<file path="src/rtl/seq_mult_unit_pkg.sv">
// Shared constants for the sequential multiplier: widths, iteration count and FSM states.
package seq_mult_unit_pkg;
  localparam int DATA_W    = 32;
  localparam int MUL_ITERS = 32;
  localparam int CNT_W     = 6;

  typedef enum logic [1:0] {
    IDLE = 2'd0,
    CALC = 2'd1,
    FIX  = 2'd2,
    DONE = 2'd3
  } state_t;
endpackage

</file>
<file path="src/rtl/seq_mult_unit_adder.sv">
// 32-bit carry-select adder: four 8-bit blocks, each precomputing sums for carry-in 0 and 1.
module hybrid_adder
  import seq_mult_unit_pkg::*;
(
  input  logic [DATA_W-1:0] a,
  input  logic [DATA_W-1:0] b,
  input  logic              cin,
  output logic [DATA_W-1:0] sum,
  output logic              cout
);
  localparam int BLK  = 8;
  localparam int NBLK = DATA_W / BLK;
  localparam logic [BLK:0] ONE = 1;

  logic [NBLK:0] carry;

  assign carry[0] = cin;

  for (genvar g = 0; g < NBLK; g++) begin : g_blk
    logic [BLK:0] s0;
    logic [BLK:0] s1;
    assign s0 = {1'b0, a[g*BLK +: BLK]} + {1'b0, b[g*BLK +: BLK]};
    assign s1 = s0 + ONE;
    assign sum[g*BLK +: BLK] = carry[g] ? s1[BLK-1:0] : s0[BLK-1:0];
    assign carry[g+1]        = carry[g] ? s1[BLK]     : s0[BLK];
  end

  assign cout = carry[NBLK];
endmodule

</file>
<file path="src/rtl/seq_mult_unit.sv">
// Sequential 32x32 shift-add multiplier, signed or unsigned, fixed 34-cycle latency.
module seq_mult_unit
  import seq_mult_unit_pkg::*;
(
  input  logic              clk,
  input  logic              rst,
  input  logic              start,
  input  logic              signed_mode,
  input  logic [DATA_W-1:0] op_a,
  input  logic [DATA_W-1:0] op_b,
  output logic              busy,
  output logic              done,
  output logic [DATA_W-1:0] prod_hi,
  output logic [DATA_W-1:0] prod_lo
);
  state_t            state;
  logic [CNT_W-1:0]  cnt;
  logic [DATA_W-1:0] mcand;
  logic [DATA_W-1:0] mplier;
  logic [DATA_W-1:0] hi;
  logic [DATA_W-1:0] lo;
  logic              neg;
  logic [DATA_W-1:0] addend;
  logic [DATA_W-1:0] sum;
  logic              cout;

  // 0x80000000 negates to itself, which read unsigned is exactly 2^31.
  function automatic logic [DATA_W-1:0] magnitude(input logic [DATA_W-1:0] v, input logic sgn);
    return (sgn && v[DATA_W-1]) ? -v : v;
  endfunction

  function automatic logic [2*DATA_W-1:0] negate64(input logic [2*DATA_W-1:0] p);
    return -p;
  endfunction

  always_ff @(posedge clk or posedge rst) begin
    if (rst) begin
      state <= IDLE;
      cnt   <= '0;
      busy  <= 1'b0;
      done  <= 1'b0;
    end else begin
      done <= 1'b0;
      case (state)
        IDLE: if (start) begin
          state <= CALC;
          cnt   <= '0;
          busy  <= 1'b1;
        end
        CALC: begin
          cnt <= cnt + CNT_W'(1);
          if (cnt == CNT_W'(MUL_ITERS - 1)) state <= FIX;
        end
        FIX: begin
          state <= DONE;
          busy  <= 1'b0;
          done  <= 1'b1;
        end
        DONE:    state <= IDLE;
        default: state <= IDLE;
      endcase
    end
  end

  assign addend = mplier[0] ? mcand : '0;

  hybrid_adder u_adder (
    .a    (hi),
    .b    (addend),
    .cin  (1'b0),
    .sum  (sum),
    .cout (cout)
  );

  // The adder carry enters the top of hi as {cout,sum,lo} shifts right by one.
  always_ff @(posedge clk or posedge rst) begin
    if (rst) begin
      mcand  <= '0;
      mplier <= '0;
      neg    <= 1'b0;
      hi     <= '0;
      lo     <= '0;
    end else begin
      case (state)
        IDLE: if (start) begin
          mcand  <= magnitude(op_a, signed_mode);
          mplier <= magnitude(op_b, signed_mode);
          neg    <= signed_mode & (op_a[DATA_W-1] ^ op_b[DATA_W-1]);
          hi     <= '0;
          lo     <= '0;
        end
        CALC: begin
          hi     <= {cout, sum[DATA_W-1:1]};
          lo     <= {sum[0], lo[DATA_W-1:1]};
          mplier <= mplier >> 1;
        end
        FIX: if (neg) {hi, lo} <= negate64({hi, lo});
        default: ;
      endcase
    end
  end

  assign prod_hi = hi;
  assign prod_lo = lo;
endmodule

</file>
<file path="config.mk">
export PLATFORM = sky130hd
export DESIGN_NAME = seq_mult_unit
export DESIGN_NICKNAME = d
export VERILOG_FILES = /design/src/rtl/seq_mult_unit_pkg.sv /design/src/rtl/seq_mult_unit_adder.sv /design/src/rtl/seq_mult_unit.sv
export SDC_FILE = /design/constraint.sdc
export NUM_CORES = 1
export LEC_CHECK = 0
export CAP_MARGIN = 20
export CORE_MARGIN = 2
export CORE_UTILIZATION = 30
export DETAILED_ROUTE_END_ITERATION = 10
export GPL_ROUTABILITY_DRIVEN = 0
export HOLD_SLACK_MARGIN = 0.05
export PLACE_DENSITY = 0.56
export SLEW_MARGIN = 20
export SYNTH_ARGS = -nofsm -noshare
export SYNTH_HDL_FRONTEND = slang
export SYNTH_SLANG_ARGS = --single-unit
</file>
<file path="constraint.sdc">
create_clock -name clk -period 5.7 [get_ports clk]
set_clock_uncertainty 0.2 [all_clocks]
set_input_delay 0.57 -clock clk [delete_from_list [all_inputs] [get_ports clk]]
set_output_delay 0.57 -clock clk [all_outputs]
set_load 0.01 [all_outputs]
</file>
* Word-level counts from Yosys, hierarchy flattened
Index checks and enable logic that the tools add are counted.
** Word-level totals
- Register bits after elaboration :: 139
- Bits in latches :: 0
- RAM bits :: 0
- ROM bits :: 0
- Input bits :: 68
- Output and inout bits :: 66
- Memories kept :: 0
** Cells by class
- Add/sub/neg operators :: 11
- $mul :: 0
- Divide/modulo/power cells :: 0
- $lt $le $gt $ge :: 0
- Equal/unequal tests :: 7
- Shift operators :: 0
- Mux-type cells :: 24
- Bitwise operators :: 2
- Reductions and logical operators :: 11
** Operators by type and width (number)
- 32-bit 2-to-1 mux :: 7
- 32-bit one-hot mux with 3 select lines :: 2
- 32-bit negator :: 2
- 64-bit negator :: 1
- 32-bit one-hot mux with 2 select lines :: 1
- 8-bit by 8-bit adder with 9-bit output :: 4
- 9-bit by 1-bit adder with 9-bit output (second input constant) :: 3
- 8-bit 2-to-1 mux :: 3
- 6-bit one-hot mux with 2 select lines :: 1
- 2-bit one-hot mux with 4 select lines :: 1
- 2-bit AND reduction :: 4
- 6-bit by 1-bit adder with 6-bit output (second input constant) :: 1
- 6-bit by 5-bit == test with 1-bit output (second input constant) :: 1
- 6-bit 2-to-1 mux :: 1
- 2-bit inequality test (second input constant) :: 3
- 1-bit 2-to-1 mux :: 5
- 2-bit == test (second input constant) :: 2
- 2-bit 2-to-1 mux :: 2
- 2-bit nonzero test :: 2
- 3-bit AND reduction :: 1
- 3-bit nonzero test :: 1
- 2-bit by 1-bit == test with 1-bit output (second input constant) :: 1
- 1-bit logical AND :: 2
- 2-bit zero test :: 1
- other kinds (3) :: 3

* Logic depth before layout (Yosys ltp)
Gate-level depths: netlist (run 1).
- Word-level depth :: 7
- Depth in mapped cells :: 14
- Depth with buffers taken out :: 13

* Cells and area by module
Synthesis (run 1) repeated with hierarchy kept, for this count alone.
** Second synthesis, totals
- Cells, all modules :: 1313
- Area total of the unflattened synthesis :: 10699.0 um2
** Modules (own cells, without submodules)
- seq_mult_unit :: instances 1, cells each 1063, area an instance 8763.4 um2, seq. area each 3478.3 um2
- hybrid_adder :: instances 1, cells each 250, area an instance 1935.6 um2, seq. area each 0.0 um2

* Worst setup path after synthesis (run 1)
No wires, ideal clock.
- Kind :: reg2reg
- Start :: register mplier[0]
- End :: register hi[27] (netlist: prod_hi[27])
- Library setup time :: 0.083 ns
- Arrival :: 3.696 ns
- Required time :: 5.417 ns
- Path slack :: 1.721 ns
- Stages on the path, launching flop included :: 15
- Buffers on the path :: 1
- Path through :: dfrtp_1 > clkbuf_1 > and2_1 > ha_1 > inv_1 > fa_1 > nor2b_1 > o211ai_1 > a21oi_1 > and3b_1 > nor4_1 > mux2_2 > xnor2_1 > mux2_2 > o21ai_0
** Between the ends
- Word-level cells in the longest chain between the ends :: 7
** RTL lines
- start: declaration :: line seq_mult_unit.sv:19 : logic [DATA_W-1:0] mplier;
- start signal: assignment :: line seq_mult_unit.sv:87 : mplier <= magnitude(op_b, signed_mode);
- start signal: assignment :: line seq_mult_unit.sv:95 : mplier <= mplier >> 1;
- 32-bit 2-to-1 mux * :: line seq_mult_unit.sv:65 : assign addend = mplier[0] ? mcand : '0;
- 8-bit by 8-bit adder with 9-bit output :: line seq_mult_unit_adder.sv:22 : assign s0 = {1'b0, a[g*BLK +: BLK]} + {1'b0, b[g*BLK +: BLK]};
- 9-bit by 1-bit adder with 9-bit output :: line seq_mult_unit_adder.sv:23 : assign s1 = s0 + ONE;
- 1-bit 2-to-1 mux (2 in a row) :: line seq_mult_unit_adder.sv:25 : assign carry[g+1] = carry[g] ? s1[BLK] : s0[BLK];
- 8-bit 2-to-1 mux * :: line seq_mult_unit_adder.sv:24 : assign sum[g*BLK +: BLK] = carry[g] ? s1[BLK-1:0] : s0[BLK-1:0];
- 32-bit one-hot mux with 3 select lines * :: line seq_mult_unit.sv:84 : case (state)
- end signal: assignment :: line seq_mult_unit.sv:93 : hi <= {cout, sum[DATA_W-1:1]};
- end signal: assignment :: line seq_mult_unit.sv:97 : FIX: if (neg) {hi, lo} <= negate64({hi, lo});
- end: declaration :: line seq_mult_unit.sv:20 : logic [DATA_W-1:0] hi;
Mark *: on every way between the ends. The rest lies on a longest branch, timed or not.
A chain may end at the register's enable or synchronous reset.

* Worst setup path in the final report (run 1)
Same ends and word-level chain as after synthesis.

==> results of run 1 <==
registers in the layout, indices dropped and copies added, names as in the netlist, 2 cells and up:
name,count
mcand,32
mplier,32
prod_hi,32
prod_lo,32
cnt,6
state,2
worst paths after layout:
| check | startpoint | to | slack, ps | cells past startpoint |
|---|---|---|---|---|
| hold / removal | mcand[26] | mcand[26] | 270 | 2 |
| max in group asynchronous | rst | mcand[20] | 3890 | 3 |
| hold reg to reg | mcand[26] | mcand[26] | 270 | 2 |
| min in group asynchronous | rst | prod_lo[19] | 300 | 2 |
| setup reg to reg | mplier[0] | prod_hi[27] | 1160 | 14 |
| setup / recovery | mplier[0] | prod_hi[27] | 1160 | 14 |
cell usage after synthesis (5+ instances only):
master,n,share of area [%]
sky130_fd_sc_hd__nand2_1,156,5.7
sky130_fd_sc_hd__o21ai_0,156,7.5
sky130_fd_sc_hd__dfrtp_1,139,34
sky130_fd_sc_hd__nor2_1,105,3.8
sky130_fd_sc_hd__a21oi_1,82,4.0
sky130_fd_sc_hd__nor3_1,58,2.8
sky130_fd_sc_hd__clkbuf_1,54,2.0
sky130_fd_sc_hd__xor2_1,52,4.4
sky130_fd_sc_hd__xnor2_1,48,4.1
sky130_fd_sc_hd__ha_1,43,5.2
sky130_fd_sc_hd__inv_1,42,1.5
sky130_fd_sc_hd__and2_1,38,2.3
sky130_fd_sc_hd__nand3_1,25,1.2
sky130_fd_sc_hd__nor4_1,21,1.3
sky130_fd_sc_hd__or3_1,18,1.1
sky130_fd_sc_hd__a221o_1,17,1.6
sky130_fd_sc_hd__o31ai_1,17,1.2
sky130_fd_sc_hd__a22oi_1,16,1.2
sky130_fd_sc_hd__or4_1,13,0.94
sky130_fd_sc_hd__nand2b_1,12,0.72
sky130_fd_sc_hd__a21o_1,11,0.80
sky130_fd_sc_hd__o41ai_1,11,0.93
sky130_fd_sc_hd__nor2b_1,10,0.60
sky130_fd_sc_hd__nor3b_1,10,0.72
sky130_fd_sc_hd__a211oi_1,8,0.58
sky130_fd_sc_hd__or2_2,8,0.48
sky130_fd_sc_hd__mux2i_1,7,0.68
sky130_fd_sc_hd__nand4_1,7,0.42
sky130_fd_sc_hd__o21a_1,7,0.51
sky130_fd_sc_hd__a31oi_1,6,0.36
sky130_fd_sc_hd__and3_1,6,0.36
sky130_fd_sc_hd__o22ai_1,6,0.36
sky130_fd_sc_hd__a32oi_1,5,0.42
sky130_fd_sc_hd__nand3b_1,5,0.36
sky130_fd_sc_hd__nand4b_1,5,0.42
sky130_fd_sc_hd__o211ai_1,5,0.36
sky130_fd_sc_hd__o21ai_1,5,0.24
sky130_fd_sc_hd__o311ai_0,5,0.42
cell type report:
type / count / area [um2]
sequential: 139 / 3480
multi-input combinational: 1048 / 6520
fill: 3577 / 21500
tap: 455 / 569
timing repair buffer: 146 / 1440
clock buffer: 17 / 425
inverter: 42 / 163
clock inverter: 15 / 209
power by group through the flow:
stage	combinational, mW	clock (mW)	sequential [mW]
6_report	2.86	1.23	1.53
3_5_place_dp	2.86	0	1.55
3_3_place_gp	2.79	0	1.54
4_1_cts	2.86	1.27	1.53
2_1_floorplan	2.03	0	1.49
5_1_grt	3.24	1.30	1.57
metal layers:
layer / GRT usage (%) / vias to the layer above / share of wire, %
li1: - / 4894 / -
met1: 23.1 / 4528 / 49
met2: 26.9 / 207 / 45
met3: 3.74 / 30 / 4.9
met4: 4.95 / 0 / 1.6
met5: 0 / - / 0
cells in the final DEF (no fill, tap or decap), drive strengths merged, types with 10 or more instances in the layout:
| master | Yosys | layout |
|---|---|---|
| or3 | 19 | 19 |
| a22oi | 16 | 16 |
| o21ai | 161 | 161 |
| nor2 | 105 | 105 |
| nor2b | 10 | 10 |
| nor4 | 24 | 24 |
| dfrtp | 139 | 139 |
| xnor2 | 48 | 48 |
| nor3b | 10 | 10 |
| a21o | 11 | 11 |
| ha | 43 | 43 |
| a21oi | 82 | 82 |
| and2 | 38 | 38 |
| nand3 | 26 | 26 |
| nand2 | 157 | 157 |
| clkdlybuf4s50 | 0 | 133 |
| or4 | 15 | 15 |
| a221o | 17 | 17 |
| inv | 42 | 48 |
| clkbuf | 54 | 17 |
| o41ai | 11 | 11 |
| xor2 | 52 | 52 |
| nor3 | 59 | 59 |
| o31ai | 17 | 17 |
| buf | 5 | 13 |
| nand2b | 12 | 12 |
worst max-delay path, cell delays in order, from the launching register on:
cell and delay, ps:
sky130_fd_sc_hd__dfrtp_1 380, sky130_fd_sc_hd__buf_4 270, sky130_fd_sc_hd__and2_1 160, sky130_fd_sc_hd__ha_1 150, sky130_fd_sc_hd__inv_1 50, sky130_fd_sc_hd__fa_1 390, sky130_fd_sc_hd__nor2b_1 190, sky130_fd_sc_hd__o22ai_1 130
sky130_fd_sc_hd__xnor2_1 270, sky130_fd_sc_hd__nand4b_1 160, sky130_fd_sc_hd__nor4_1 490, sky130_fd_sc_hd__mux2_2 480, sky130_fd_sc_hd__xnor2_1 570, sky130_fd_sc_hd__mux2_2 400, sky130_fd_sc_hd__o21ai_0 140
kinds of logic after synthesis:
kind of cell,synth area share [%]
multiplexers,0.894
buffers and inverters,3.67
XOR/XNOR,8.46
AO/OA/AOI/OAI,22.3
AND/OR/NAND/NOR,25.1
flip-flops,33.6
adder cells (fa/ha/maj),5.97
==> impl_metrics.prom, run 1 <==
# TYPE chip_impl_metric gauge
chip_impl_metric{name="start_util",unit="%"} 30.2
chip_impl_metric{name="drv.max_cap_violation_count",unit=""} 0
chip_impl_metric{name="pin_count",unit=""} 134
chip_impl_metric{name="cp_data_required_time",unit="ps"} 5840
chip_impl_metric{name="final_layout_size_suffix_gt1_share",unit="%"} 5.26
chip_impl_metric{name="number_of_hold_buffers_added_after_cts",unit=""} 0
chip_impl_metric{name="syn_avg_cell_area",unit="um2"} 8.04
chip_impl_metric{name="synth_seq_cells",unit=""} 139
chip_impl_metric{name="totalPowerFinal",unit="mW"} 5.62
chip_impl_metric{name="net-switching-power",unit="mW"} 2.52
chip_impl_metric{name="ys.warnings.count",unit=""} 0
chip_impl_metric{name="wl_per_cell",unit="um"} 16.1
chip_impl_metric{name="dpl-instance-area",unit="um2"} 12200
chip_impl_metric{name="power.switching_fraction",unit="%"} 44.8
chip_impl_metric{name="crit_arrival",unit="ps"} 4680
chip_impl_metric{name="share_seq_of_total_power",unit="%"} 27.3
chip_impl_metric{name="synth_edf_count",unit=""} 0
chip_impl_metric{name="first_pass_grt_wire_length",unit="um"} 48900
chip_impl_metric{name="worst_pin_slew",unit="ps"} 914
chip_impl_metric{name="insertedDiodeCount",unit=""} 0
chip_impl_metric{name="intPower",unit="mW"} 3.10
chip_impl_metric{name="hpwlAfterDp",unit="um"} 21800
chip_impl_metric{name="synthesis.nets",unit=""} 1403
chip_impl_info{name="type_of_the_worst_min_delay_path",value="reg -> reg"} 1
chip_impl_metric{name="antenna_violations_before_repair",unit=""} 0
chip_impl_metric{name="clk_pin_slew_worst_paths",unit="ps"} 70
chip_impl_metric{name="grt_start_max_net_pins",unit=""} 67
chip_impl_metric{name="fp-row-count",unit=""} 68
chip_impl_metric{name="globalRouteTotalUtil",unit="%"} 16.9
chip_impl_metric{name="power_density",unit="nW/um2"} 439
chip_impl_metric{name="share_comb_of_total_power",unit="%"} 50.8
chip_impl_info{name="synth_ff_type",value="sky130_fd_sc_hd__dfrtp_1"} 1
chip_impl_metric{name="cts-buffers-inserted",unit=""} 17
chip_impl_info{name="criticalPathCategory",value="reg -> reg"} 1
chip_impl_metric{name="critPathMaxFanout",unit=""} 30
chip_impl_metric{name="cts_setup_buffers",unit=""} 0
chip_impl_metric{name="area_growth_syn_to_layout",unit="%"} 23.6
chip_impl_metric{name="dp_slack",unit="ps"} 1150
chip_impl_metric{name="max-slew-margin-rel",unit="%"} 38.9
chip_impl_metric{name="drt_iter0_drc",unit=""} 520
chip_impl_metric{name="max_freq",unit="MHz"} 220
chip_impl_metric{name="final_design_area_no_fill",unit="um2"} 12800
chip_impl_metric{name="post_cts_repair_resize_count",unit=""} 0
chip_impl_metric{name="fin_hold_ws",unit="ps"} 272
chip_impl_metric{name="synth-async-reset-ratio",unit="%"} 100
chip_impl_metric{name="detail-route-antenna-nets",unit=""} 0
chip_impl_metric{name="post-route-period-util",unit="%"} 79.6
chip_impl_metric{name="report.final.hold_viol_count",unit=""} 0
chip_impl_metric{name="design.die.area",unit="um2"} 36000
chip_impl_metric{name="design.final.nets",unit=""} 1509
chip_impl_info{name="outcome",value="complete, no violations"} 1
chip_impl_metric{name="synth.lib_cells_used.distinct",unit=""} 69
chip_impl_metric{name="placeableCoreArea",unit="um2"} 34300
chip_impl_metric{name="final.min_clock_period",unit="ps"} 4540
chip_impl_info{name="element_type_at_the_critical_path_end",value="register"} 1
chip_impl_info{name="cts_tree",value="yes"} 1
chip_impl_metric{name="clock_path_buffers",unit=""} 2
chip_impl_metric{name="cts_htree_levels",unit=""} 4
chip_impl_metric{name="die-height",unit="um"} 190
chip_impl_info{name="rsz0062_at_grt",value="false"} 1
chip_impl_metric{name="setup_tns",unit="ps"} 0
chip_impl_metric{name="count_of_unresolved_drc_violations_after_routing",unit=""} 0
chip_impl_metric{name="vias_in_the_first_global_route",unit=""} 9221
chip_impl_metric{name="static-leakage-power",unit="nW"} 5.34
chip_impl_metric{name="gr-total-overflow",unit=""} 0
chip_impl_metric{name="netlist_instances",unit=""} 1288
chip_impl_metric{name="vdd_ir_drop_max",unit="uV"} 272
chip_impl_metric{name="number_of_placed_cells_counting_well_taps",unit=""} 1829
chip_impl_metric{name="port_buffers",unit=""} 133
chip_impl_metric{name="final-setup-viol-count",unit=""} 0
chip_impl_metric{name="synth.yosys.seq_area_share",unit="%"} 33.6
chip_impl_info{name="root_buffer",value="sky130_fd_sc_hd__clkbuf_16"} 1
chip_impl_metric{name="drt_first_pass_iters",unit=""} 5
chip_impl_metric{name="clock_power_share",unit="%"} 21.9
chip_impl_metric{name="dr_total_vias",unit=""} 9659
chip_impl_metric{name="route.detailed.vias_per_inst",unit=""} 5.19
chip_impl_metric{name="clock_insertion_delay_worst_skew",unit="ps"} 430
chip_impl_metric{name="die_w",unit="um"} 190
chip_impl_metric{name="layout.cells.non_filler",unit=""} 1862
chip_impl_metric{name="slew_viol_final",unit=""} 0
chip_impl_metric{name="routed_wirelength",unit="um"} 30100
chip_impl_info{name="crit_path_start_kind",value="register"} 1
chip_impl_metric{name="netlist_area",unit="um2"} 10400
chip_impl_metric{name="finalCoreUtilization",unit="%"} 37.3
chip_impl_metric{name="numClockSinks",unit=""} 139
chip_impl_metric{name="final.setup.worst_slack",unit="ps"} 1160
(Power assumes the default switching activity.)
==> run 2, diff against run 1 <==
==> constraint.sdc (replaced) <==
create_clock -name clk -period 4.5 [get_ports clk]
set_clock_uncertainty 0.2 [all_clocks]
set_input_delay 0.45 -clock clk [delete_from_list [all_inputs] [get_ports clk]]
set_output_delay 0.45 -clock clk [all_outputs]
set_load 0.01 [all_outputs]
==> impl_metrics.prom, run 2 (synthesis results as in run 1) <==
# TYPE chip_impl_metric gauge
chip_impl_metric{name="filler_cell_count",unit=""} 3520
chip_impl_metric{name="final.min_clock_period",unit="ps"} 4070
chip_impl_metric{name="dr_total_vias",unit=""} 9673
chip_impl_metric{name="route.detailed.vias_per_inst",unit=""} 5.18
chip_impl_info{name="outcome",value="complete, no violations"} 1
chip_impl_metric{name="start_util",unit="%"} 30.2
chip_impl_metric{name="drv.max_cap_violation_count",unit=""} 0
chip_impl_info{name="crit_path_start_kind",value="register"} 1
chip_impl_info{name="rsz0062_at_grt",value="false"} 1
chip_impl_metric{name="routed_wirelength",unit="um"} 30200
chip_impl_metric{name="clk_pin_slew_worst_paths",unit="ps"} 60
chip_impl_metric{name="cts-buffers-inserted",unit=""} 17
chip_impl_info{name="root_buffer",value="sky130_fd_sc_hd__clkbuf_16"} 1
chip_impl_metric{name="hpwlAfterDp",unit="um"} 21900
chip_impl_metric{name="clock_path_buffers",unit=""} 2
chip_impl_metric{name="port_buffers",unit=""} 133
chip_impl_metric{name="post_cts_repair_resize_count",unit=""} 0
chip_impl_info{name="type_of_the_worst_min_delay_path",value="reg -> reg"} 1
chip_impl_metric{name="final-setup-viol-count",unit=""} 0
chip_impl_metric{name="drt_first_pass_iters",unit=""} 5
chip_impl_metric{name="die_w",unit="um"} 190
chip_impl_metric{name="antenna_violations_before_repair",unit=""} 0
chip_impl_metric{name="vdd_ir_drop_max",unit="uV"} 305
chip_impl_metric{name="report.final.hold_viol_count",unit=""} 0
chip_impl_metric{name="gr-total-overflow",unit=""} 0
chip_impl_info{name="criticalPathCategory",value="reg -> reg"} 1
chip_impl_metric{name="crit_arrival",unit="ps"} 4200
chip_impl_metric{name="grt_start_max_net_pins",unit=""} 83
chip_impl_info{name="element_type_at_the_critical_path_end",value="register"} 1
chip_impl_metric{name="die-height",unit="um"} 190
chip_impl_metric{name="static-leakage-power",unit="nW"} 5.32
chip_impl_info{name="most_utilized_layer_in_the_global_route_result",value="met2"} 1
chip_impl_metric{name="detail-route-antenna-nets",unit=""} 0
chip_impl_metric{name="worst_pin_slew",unit="ps"} 711
chip_impl_metric{name="wl_per_cell",unit="um"} 16.2
chip_impl_metric{name="final_layout_size_suffix_gt1_share",unit="%"} 5.45
chip_impl_metric{name="globalRouteTotalUtil",unit="%"} 16.9
chip_impl_metric{name="cts_htree_levels",unit=""} 4
chip_impl_info{name="layout_commonest_cell",value="sky130_fd_sc_hd__o21ai_0"} 1
chip_impl_metric{name="max_freq",unit="MHz"} 246
chip_impl_metric{name="first_pass_grt_wire_length",unit="um"} 49200
chip_impl_metric{name="clock_insertion_delay_worst_skew",unit="ps"} 430
chip_impl_metric{name="number_of_hold_buffers_added_after_cts",unit=""} 0
chip_impl_metric{name="grt_util_met3",unit="%"} 3.15
chip_impl_metric{name="drt_iter0_drc",unit=""} 605
chip_impl_metric{name="gr-usage-met1",unit="%"} 23.7
chip_impl_metric{name="dpl-instance-area",unit="um2"} 12200
chip_impl_metric{name="cp_data_required_time",unit="ps"} 4630
chip_impl_metric{name="area_growth_syn_to_layout",unit="%"} 23.3
chip_impl_metric{name="insertedDiodeCount",unit=""} 0
chip_impl_metric{name="vias_in_the_first_global_route",unit=""} 9180
chip_impl_metric{name="dp_slack",unit="ps"} 472
chip_impl_metric{name="final.setup.worst_slack",unit="ps"} 431
chip_impl_metric{name="numClockSinks",unit=""} 139
chip_impl_metric{name="critPathMaxFanout",unit=""} 25
chip_impl_metric{name="use_met2",unit="%"} 27.0
chip_impl_info{name="mostFrequentLayoutCells",value="sky130_fd_sc_hd__o21ai_0 (156), sky130_fd_sc_hd__nand2_1 (155), sky130_fd_sc_hd__dfrtp_1 (139)"} 1
chip_impl_info{name="cts_tree",value="yes"} 1
chip_impl_metric{name="count_of_unresolved_drc_violations_after_routing",unit=""} 0
chip_impl_metric{name="design.die.area",unit="um2"} 36000
chip_impl_metric{name="pin_count",unit=""} 134
chip_impl_metric{name="cts_setup_buffers",unit=""} 0
chip_impl_metric{name="fp-row-count",unit=""} 68
chip_impl_metric{name="post-route-period-util",unit="%"} 90.4
chip_impl_metric{name="slew_viol_final",unit=""} 0
chip_impl_metric{name="max-slew-margin-rel",unit="%"} 52.6
chip_impl_metric{name="placeableCoreArea",unit="um2"} 34300
chip_impl_metric{name="setup_tns",unit="ps"} 0
chip_impl_metric{name="final_design_area_no_fill",unit="um2"} 12800
chip_impl_metric{name="design.final.nets",unit=""} 1515
chip_impl_metric{name="power_density",unit="nW/um2"} 543
run 2: changes by cell type in the layout (fill, tap and decap cells not counted), sizes merged:
| cell | delta |
|---|---|
| inv | -3 |
| clkbuf | +3 |
| bufinv | -3 |
| clkinvlp | +2 |
| clkinv | +1 |
| buf | +6 |
run 2: layout make-up:
cell class | count | area (um2) | area share (%)
multi-input combinational | 1048 | 6510 | 51.0
sequential | 139 | 3480 | 27.2
timing repair buffer | 152 | 1490 | 11.6
tap | 455 | 569 | 4.46
clock buffer | 20 | 447 | 3.50
inverter | 42 | 163 | 1.27
clock inverter | 12 | 115 | 0.901
run 2: critical path: stages (launching register included):
cell and delay, ps:
sky130_fd_sc_hd__dfrtp_1 440, sky130_fd_sc_hd__buf_4 230, sky130_fd_sc_hd__and2_1 170, sky130_fd_sc_hd__ha_1 350, sky130_fd_sc_hd__a21oi_1 320, sky130_fd_sc_hd__nand2_1 110, sky130_fd_sc_hd__o21ai_0 250, sky130_fd_sc_hd__nand4b_1 150
sky130_fd_sc_hd__nor4_1 480, sky130_fd_sc_hd__mux2_2 490, sky130_fd_sc_hd__xnor2_1 260, sky130_fd_sc_hd__mux2_2 360, sky130_fd_sc_hd__o21ai_0 160
run 2: where the power goes:
part / switching (mW) / internal [mW] / total, mW / leakage (nW)
clock network: 0.592 / 0.781 / 1.37 / 0.267
registers: 0.309 / 1.63 / 1.94 / 1.82
logic: 2.25 / 1.36 / 3.62 / 3.23
run 2: through the flow:
step / power, mW / hold WS, ps / utilization, % / std cells
global placement: 5.53 / 254 / 35.6 / 1836
global route: 7.57 / 297 / 37.3 / 1868
floorplan: 4.46 / 238 / - / 1288
CTS: 7.01 / 279 / 37.3 / 1868
detailed placement: 5.60 / 264 / 35.6 / 1836
finish: 6.93 / 269 / 37.3 / 1868
run 2: worst paths after layout:
path | from | endpoint | slack, ps | cells past startpoint
min in group asynchronous | rst | mplier[23] | 290 | 2
worst min register to register | mcand[12] | mcand[12] | 270 | 2
worst max register to register | mplier[0] | prod_hi[27] | 430 | 12
worst max-delay path | mplier[0] | prod_hi[27] | 430 | 12
max in group asynchronous | rst | mcand[28] | 2960 | 3
worst min-delay path | mcand[12] | mcand[12] | 270 | 2
run 2: routing by layer:
metal,wire length (um),vias to the layer above,share of wire (%)
met5,0,-,0
met4,320,0,1.1
met3,1440,19,4.8
met2,13500,204,45
met1,14900,4562,49
li1,-,4888,-
